## src/rtl/mb_reader.sv

```systemverilog
// ---------------------------------------------------------------------------
// mb_reader
// Walks a frame one macroblock at a time. For each macroblock it reads 96
// words (64 Y, 16 U, 16 V) from memory. It keeps at most MAX_OUTSTANDING
// reads in flight and forwards each returned word downstream. It then waits
// until the consumer has taken the macroblock before moving to the next one.
//
// Optional feature:
//   `define MB_READER_ERR_CHK_EN  -> sticky err_o on a response with no read
//                                    outstanding, or on frame_start_i while
//                                    busy. Without it, err_o is tied to 0.
//
// Ports:
//   clk, rst_n        clock, asynchronous active-low reset
//   frame_start_i     start-of-frame pulse (ignored while busy_o)
//   mem_req_o         read request, held with stable address until mem_gnt_i
//   mem_addr_o        word address of the current request (0 when idle)
//   mem_gnt_i         request accepted this cycle
//   mem_rvalid_i      in-order read response valid
//   mem_rdata_i       read response data
//   fetch_start_o     one-cycle pulse at the start of each macroblock load
//   data_word_o       forwarded read word (registered)
//   data_valid_o      data_word_o valid (registered)
//   fetch_valid_i     downstream holds a complete macroblock
//   intra_ready_i     intra stage ready to take the macroblock
//   mb_x_o, mb_y_o    current macroblock column / row
//   busy_o            frame in progress
//   frame_done_o      one-cycle pulse after the last macroblock
//   err_o             sticky protocol error
// ---------------------------------------------------------------------------
module mb_reader #(
  parameter int          FRAME_MB_W      = 22,
  parameter int          FRAME_MB_H      = 18,
  parameter logic [31:0] BASE_ADDR       = 32'd0,
  parameter int          MAX_OUTSTANDING = 4
) (
  input  logic        clk,
  input  logic        rst_n,
  input  logic        frame_start_i,
  output logic        mem_req_o,
  output logic [31:0] mem_addr_o,
  input  logic        mem_gnt_i,
  input  logic        mem_rvalid_i,
  input  logic [31:0] mem_rdata_i,
  output logic        fetch_start_o,
  output logic [31:0] data_word_o,
  output logic        data_valid_o,
  input  logic        fetch_valid_i,
  input  logic        intra_ready_i,
  output logic [5:0]  mb_x_o,
  output logic [5:0]  mb_y_o,
  output logic        busy_o,
  output logic        frame_done_o,
  output logic        err_o
);

  localparam logic [2:0] S_IDLE      = 3'd0;
  localparam logic [2:0] S_START     = 3'd1;
  localparam logic [2:0] S_REQ       = 3'd2;
  localparam logic [2:0] S_DRAIN     = 3'd3;
  localparam logic [2:0] S_WAIT_CONS = 3'd4;
  localparam logic [2:0] S_NEXT      = 3'd5;

  localparam logic [6:0]  WORDS_PER_MB = 7'd96;
  localparam logic [6:0]  MAX_OUT      = 7'(MAX_OUTSTANDING);
  localparam logic [31:0] LAST_X       = 32'(FRAME_MB_W - 1);
  localparam logic [31:0] LAST_Y       = 32'(FRAME_MB_H - 1);

  logic [2:0]  state_reg, state_next;
  logic [6:0]  req_cnt_reg, req_cnt_next;
  logic [6:0]  rsp_cnt_reg, rsp_cnt_next;
  logic [5:0]  mb_x_reg, mb_x_next;
  logic [5:0]  mb_y_reg, mb_y_next;
  logic [31:0] data_word_reg;
  logic        data_valid_reg;

  logic [6:0]  outstanding;
  logic        grant;
  logic        rsp_accept;
  logic        last_col;
  logic        last_row;
  logic [31:0] mb_index;

  // Responses never outnumber requests, so this difference cannot underflow.
  assign outstanding = req_cnt_reg - rsp_cnt_reg;

  // The request depends only on registered state. A grant is the only thing
  // that can raise req_cnt, so once raised the request stays up (and its
  // address stays put) until it is granted.
  assign mem_req_o = (state_reg == S_REQ) && (req_cnt_reg < WORDS_PER_MB) &&
                     (outstanding < MAX_OUT);
  assign grant     = mem_req_o && mem_gnt_i;

  // Responses count only while a load is active and still short of 96.
  // Anything else is a stray and is dropped.
  assign rsp_accept = mem_rvalid_i && (rsp_cnt_reg < WORDS_PER_MB) &&
                      ((state_reg == S_REQ) || (state_reg == S_DRAIN));

  assign mb_index   = 32'(mb_y_reg) * 32'(FRAME_MB_W) + 32'(mb_x_reg);
  // The address is gated so that it reads 0 whenever no request is up.
  assign mem_addr_o = mem_req_o ? (BASE_ADDR + mb_index * 32'd96 + 32'(req_cnt_reg))
                                : 32'd0;

  assign last_col = {26'd0, mb_x_reg} >= LAST_X;
  assign last_row = {26'd0, mb_y_reg} >= LAST_Y;

  always_comb begin
    state_next   = state_reg;
    req_cnt_next = req_cnt_reg;
    rsp_cnt_next = rsp_cnt_reg;
    mb_x_next    = mb_x_reg;
    mb_y_next    = mb_y_reg;

    // A grant and a response in the same cycle are both counted.
    if (grant)      req_cnt_next = req_cnt_reg + 7'd1;
    if (rsp_accept) rsp_cnt_next = rsp_cnt_reg + 7'd1;

    case (state_reg)
      S_IDLE: begin
        if (frame_start_i) begin
          state_next = S_START;
          mb_x_next  = 6'd0;
          mb_y_next  = 6'd0;
        end
      end
      S_START: begin
        req_cnt_next = 7'd0;
        rsp_cnt_next = 7'd0;
        state_next   = S_REQ;
      end
      S_REQ: begin
        if (req_cnt_next == WORDS_PER_MB) state_next = S_DRAIN;
      end
      S_DRAIN: begin
        if (rsp_cnt_reg == WORDS_PER_MB) state_next = S_WAIT_CONS;
      end
      S_WAIT_CONS: begin
        if (fetch_valid_i && intra_ready_i) state_next = S_NEXT;
      end
      S_NEXT: begin
        if (!last_col) begin
          mb_x_next  = mb_x_reg + 6'd1;
          state_next = S_START;
        end else if (!last_row) begin
          mb_x_next  = 6'd0;
          mb_y_next  = mb_y_reg + 6'd1;
          state_next = S_START;
        end else begin
          state_next = S_IDLE;
        end
      end
      default: state_next = S_IDLE;
    endcase
  end

  always_ff @(posedge clk or negedge rst_n) begin
    if (!rst_n) begin
      state_reg      <= S_IDLE;
      req_cnt_reg    <= 7'd0;
      rsp_cnt_reg    <= 7'd0;
      mb_x_reg       <= 6'd0;
      mb_y_reg       <= 6'd0;
      data_word_reg  <= 32'd0;
      data_valid_reg <= 1'b0;
    end else begin
      state_reg      <= state_next;
      req_cnt_reg    <= req_cnt_next;
      rsp_cnt_reg    <= rsp_cnt_next;
      mb_x_reg       <= mb_x_next;
      mb_y_reg       <= mb_y_next;
      data_valid_reg <= rsp_accept;
      if (rsp_accept) data_word_reg <= mem_rdata_i;
    end
  end

  assign fetch_start_o = (state_reg == S_START);
  assign busy_o        = (state_reg != S_IDLE);
  assign frame_done_o  = (state_reg == S_NEXT) && last_col && last_row;
  assign mb_x_o        = mb_x_reg;
  assign mb_y_o        = mb_y_reg;
  assign data_word_o   = data_word_reg;
  assign data_valid_o  = data_valid_reg;

`ifdef MB_READER_ERR_CHK_EN
  logic err_reg;

  always_ff @(posedge clk or negedge rst_n) begin
    if (!rst_n) begin
      err_reg <= 1'b0;
    end else if ((mem_rvalid_i && (outstanding == 7'd0)) ||
                 (frame_start_i && busy_o)) begin
      err_reg <= 1'b1;
    end
  end

  assign err_o = err_reg;
`else
  assign err_o = 1'b0;
`endif

endmodule

```

## config.mk

```make
export PLATFORM = sky130hd
export DESIGN_NAME = mb_reader
export DESIGN_NICKNAME = d
export VERILOG_FILES = /design/src/rtl/mb_reader.sv
export SDC_FILE = /design/constraint.sdc
export NUM_CORES = 1
export LEC_CHECK = 0
export CORE_MARGIN = 3
export CORE_UTILIZATION = 55
export CTS_BUF_LIST = sky130_fd_sc_hd__clkbuf_8 sky130_fd_sc_hd__clkbuf_16
export CTS_CLUSTER_DIAMETER = 60
export DETAILED_ROUTE_END_ITERATION = 7
export GPL_ROUTABILITY_DRIVEN = 0
export GPL_TIMING_DRIVEN = 0
export PLACE_DENSITY = 0.95
export SKIP_CTS_REPAIR_TIMING = 1
export SLEW_MARGIN = 10
export SYNTH_ARGS = -nofsm -noshare
export SYNTH_HDL_FRONTEND = slang
export SYNTH_SLANG_ARGS = --single-unit
```

## constraint.sdc

```tcl
create_clock -name clk -period 9.3 [get_ports clk]
set_input_delay 1.395 -clock clk [delete_from_list [all_inputs] [get_ports clk]]
set_output_delay 1.395 -clock clk [all_outputs]
set_load 0.01 [all_outputs]
```

Yosys cells after proc, flatten, opt, wreduce, memory -nomap -nowiden

Cells that the tools add are included.

Add/sub/neg operators: 7
Multipliers: 2
Order comparisons: 5
Equality and inequality tests: 14
Multiplexer cells: 19
Reductions and logical operators: 16

Operators by type and width:

| cell                                                                   | number |
|---|---|
| 6-bit two-way mux                                                      | 5 |
| 7-bit two-way mux                                                      | 4 |
| 6-bit one-hot mux with 2 select lines                                  | 2 |
| 19-bit by 7-bit adder with 20-bit output                               | 1 |
| 20-bit two-way mux                                                     | 1 |
| 3-bit one-hot mux with 6 select lines                                  | 1 |
| 7-bit by 1-bit adder with 7-bit output (second input constant)         | 2 |
| 7-bit == test (second input constant)                                  | 2 |
| 7-bit < comparator (second input constant)                             | 2 |
| 12-bit by 2-bit multiplier with 14-bit output (second input constant)  | 1 |
| 11-bit by 6-bit adder with 12-bit output                               | 1 |
| 6-bit by 1-bit adder with 6-bit output (second input constant)         | 2 |
| 6-bit by 5-bit >= comparator with 1-bit output (second input constant) | 2 |
| 3-bit two-way mux                                                      | 4 |
| 6-bit by 4-bit multiplier with 10-bit output (second input constant)   | 1 |
| 1-bit logical AND                                                      | 8 |
| 2-bit != test (second input constant)                                  | 4 |
| 4-bit AND reduction                                                    | 2 |
| 7-bit by 3-bit < comparator with 1-bit output (second input constant)  | 1 |
| 7-bit subtractor                                                       | 1 |
| 3-bit by 2-bit == test with 1-bit output (second input constant)       | 2 |
| 3-bit == test (second input constant)                                  | 2 |
| 2-bit by 1-bit != test with 1-bit output (second input constant)       | 2 |
| 2-bit nonzero test                                                     | 2 |
| other kinds (7)                                                        | 8 |

Bits in registers: 62
Output and inout bits: 82

Longest topological paths before layout

Word-level depth: 8
Depth in mapped cells: 22
Mapped depth without buffers: 22

Worst setup path after synthesis

Ideal clock, no wire load.

Path kind: register to output
From: register mb_y_reg[0], in the netlist mb_y_o[0]
To: output port mem_addr_o[16]
Data arrival time: 4.915 ns
Data required time: 7.905 ns
Setup slack: 2.990 ns
Cell stages (with the launch flop): 19
Cells stage by stage: dfrtp_1 -> ha_1 -> ha_1 -> inv_1 -> fa_1 -> inv_1 -> ha_1 -> inv_1 -> o21bai_1 -> a21oi_1 -> xnor2_1 -> ha_1 -> inv_1 -> o22ai_1 -> o41ai_1 -> mux2_2 -> or2_2 -> or4b_1 -> a21oi_1

Longest elaborated chain between the ends: 5

RTL lines:

| element                                       | RTL line | source |
|---|---|---|
| start: declaration                            | 73       | `logic [5:0] mb_y_reg, mb_y_next;` |
| start signal: assignment                      | 170      | `mb_y_reg <= mb_y_next;` |
| 6-bit by 4-bit multiplier with 10-bit output  | 99       | `assign mb_index = 32'(mb_y_reg) * 32'(FRAME_MB_W) + 32'(mb_x_reg);` |
| 11-bit by 6-bit adder with 12-bit output      | 99       |  |
| 12-bit by 2-bit multiplier with 14-bit output | 101      | `assign mem_addr_o = mem_req_o ? (BASE_ADDR + mb_index * 32'd96 + 32'(req_cnt_reg))` |
| 19-bit by 7-bit adder with 20-bit output      | 101      |  |
| 20-bit two-way mux                            | 101      |  |
| end: declaration                              | 41       | `output logic [31:0] mem_addr_o,` |

No other way between the ends.

Worst setup path in the final report

Same ends and word-level chain as after synthesis.

==> impl_metrics.csv <==
group,metric,value,unit
clocking,cts_tree,"built",
power,pwr-share-seq,33.9,%
sta,max_freq,129,MHz
critical_path,crit_arrival,6.33,ns
sta,worst_slew_margin_rel,37.2,%
place,dp_hpwl,10.3,mm
sta,maxSlewViolCount,0,
detailed_routing,wl_per_cell,17.3,um
critical_path,worstPathMaxFanout,8,
logic_synthesis,synth_warnings,0,
global_routing,grtUsageTotal,29.8,%
sta,clock_skew,0.00637,ns
die,initial_core_util,58.3,%
die,die_w,100,um
logic_synthesis,synth_area,4910,um^2
power,switching_share,38.6,%
detailed_routing,first_pass_iters,5,
logic_synthesis,synthDistinctLibCells,66,
global_routing,grt_max_degree,63,
global_routing,grt_pass1_vias,5015,
global_routing,antenna_found_initial,0,
cells_and_area,multi_input_area,3100,um^2
critical_path,crit_path_max_incr_delay,0.68,ns
critical_path,criticalPathCategory,"reg2out",
clocking,clkSinkCount,62,
detailed_routing,met1_length,5.27,mm
detailed_routing,drt_iter0_markers,155,
cells_and_area,layout_common_cells,"nand2_1, clkdlybuf4s50_1, dfrtp_1",
critical_path,path_cells,"ha_1, ha_1, inv_1, fa_1, inv_1, ha_1, inv_1, o21bai_1, a21oi_1, xnor2_1, ha_1, inv_1, o22ai_1, o41ai_1, mux2_2, or2_2, or4b_1, a21oi_1, clkdlybuf4s50_1",
die,rows,33,
clocking,cts_htree_levels,3,
logic_synthesis,avgSynthCellArea,8.42,um^2
power,internal-power,0.000612,W
power,p_leak,3.07,nW
cells_and_area,drive_gt1_share,7.38,%
detailed_routing,viasPerCell,5.81,
sta,min_period,7.73,ns
critical_path,cp_top_family,"adder cells",
critical_path,cp-start-kind,"register",
die,io_pins,121,
global_routing,grt_pass1_wl,24.0,mm
clocking,cts_buffer_depth,2,
sta,finalSetupViolCount,0,
cells_and_area,final_common_cell,"nand2_1",
power,power.density,157,nW/um^2
sta,final.period_utilization,83.1,%
critical_path,critPathBufInv,5,
clocking,cts_buffers,9,
status,status,"completed",
detailed_routing,num_vias,4783,
detailed_routing,ant_nets,0,
logic_synthesis,synth_ff_type,"dfrtp_1",
logic_synthesis,synth_edf_count,0,
detailed_routing,met2_wirelength,7.24,mm
place,pre_cts_slack,1.97,ns
global_routing,overflow,0,
place,io_buffer_count,107,
detailed_routing,wl,14.3,mm
sta,hold_viol,0,
flow_run,drv_cap,0,
detailed_routing,routed.top_layer,"met4",
clocking,cts-root-buf,"clkbuf_8",
power,finalPower,0.000996,W
critical_path,cpMaxStageDelayCell,"o41ai_1",
cells_and_area,largest_reg_flops,32,
die,chipHeight,100,um
logic_synthesis,syn_inst,583,
die,die-area,10100,um^2
critical_path,end_kind,"primary output",
power,vdd.ir_drop.worst,0.138,mV
logic_synthesis,seq_area_frac_synth,31.6,%
sta,rsz0062_at_grt,"no",
die,core_area,8420,um^2
clocking,insertion_delay,0.35,ns
cells_and_area,nFillCells,591,
cells_and_area,seq_area,1550,um^2
sta,tns,0,ns
power,power.net_switching,0.000384,W
detailed_routing,drc,0,
sta,fin_ws,1.57,ns
power,p_comb_share,40.2,%
cells_and_area,diodes,0,
worst_hold_path,hold_class,"reg2reg",
clocking,cts.clk_slew.worst_paths,0.08,ns
power,power_frac_clock,25.9,%
logic_synthesis,synthArstFlopShare,100,%
critical_path,ff2ff_setup_slack,6.08,ns
cells_and_area,num-nets-final,806,
critical_path,worstPathRequired,7.91,ns
sta,worst_pin_slew,0.941,ns
cells_and_area,syn_to_final_growth,29.6,%
detailed_routing,wl_met3,1.31,mm
logic_synthesis,ys_ff_latch,62,
[final timing paths]
check | start | end | depth (start not counted)
worst max register to register | req_cnt_reg[3] | state_reg[0] | 11
worst min register to register | data_word_o[22] | data_word_o[22] | 2
min in group asynchronous | rst_n | req_cnt_reg[2] | 1
worst max-delay path | mb_y_o[0] | mem_addr_o[16] | 19
worst min-delay path | data_word_o[22] | data_word_o[22] | 2
max in group asynchronous | rst_n | mb_y_o[5] | 1
[metal layers]
layer | track usage (%) | vias to the layer above
met5 | 0 | -
met4 | 11.6 | 0
met3 | 9.48 | 48
met2 | 54.9 | 215
met1 | 31.2 | 2283
li1 | - | 2237
[final cells by class]
| type | instances | area share (%) |
|---|---|---|
| Buffer | 28 | 2.46 |
| Timing Repair Buffer | 107 | 16.8 |
| Sequential cell | 62 | 24.4 |
| Inverter | 39 | 2.30 |
| Clock inverter | 6 | 1.08 |
| Clock buffer | 10 | 2.16 |
| Tap cell | 105 | 2.06 |
| Multi-Input combinational cell | 466 | 48.8 |
[worst reg2reg max path: stages, from the launching register on]
cell       delay, ns
dfrtp_1         0.47
ha_1            0.39
a21o_1          0.24
a2111oi_2       0.47
nor4b_1         0.13
o22ai_2         0.23
or2_1           0.14
buf_2           0.18
inv_1           0.09
a2111o_1        0.43
a22oi_1         0.25
a21o_1          0.14
[kinds of logic after synthesis]
| kind of cell | count (synthesis) | synth area share, % |
|---|---|---|
| AO/OA/AOI/OAI | 98 | 14.8 |
| XOR/XNOR | 42 | 7.49 |
| adder cells (fa/ha/maj) | 54 | 14.7 |
| buffers and inverters | 67 | 6.17 |
| flip-flops | 62 | 31.6 |
| multiplexers | 3 | 0.662 |
| other | 1 | 0.0764 |
| AND/OR/NAND/NOR | 256 | 24.5 |
[synthesized netlist by cell type (10+ instances only)]
library cell    n  area [um^2]
ha_1           48          601
buf_4          13         97.6
nand3_1        11         55.1
inv_1          38          143
nand2_1       119          447
nor2_1         51          191
xnor2_1        24          210
a21oi_1        25          125
clkbuf_1       10         37.5
a21o_1         10         75.1
xor2_1         18          158
dfrtp_1        62         1550
[power groups by stage]
stage	combinational, W	sequential, W	clock [W]
after global routing	0.000445	0.000341	0.000266
after detailed placement	0.000392	0.000341	0
final	0.000401	0.000338	0.000257
after global placement	0.000367	0.000337	0
after CTS	0.000398	0.000336	0.000254
after floorplan	0.000270	0.000339	0
[through the flow]
| stage | instance area, um^2 | std cells | util (%) | hold slack [ns] |
|---|---|---|---|---|
| 2_1_floorplan | 4960 | 595 | - | 0.503 |
| 3_3_place_gp | 6160 | 807 | 73.1 | 0.457 |
| 3_5_place_dp | 6160 | 807 | 73.1 | 0.467 |
| 4_1_cts | 6360 | 823 | 75.5 | 0.489 |
| 5_1_grt | 6360 | 823 | 75.5 | 0.506 |
| 6_report | 6360 | 823 | 75.5 | 0.497 |
Power figures use the tool's default switching activity.
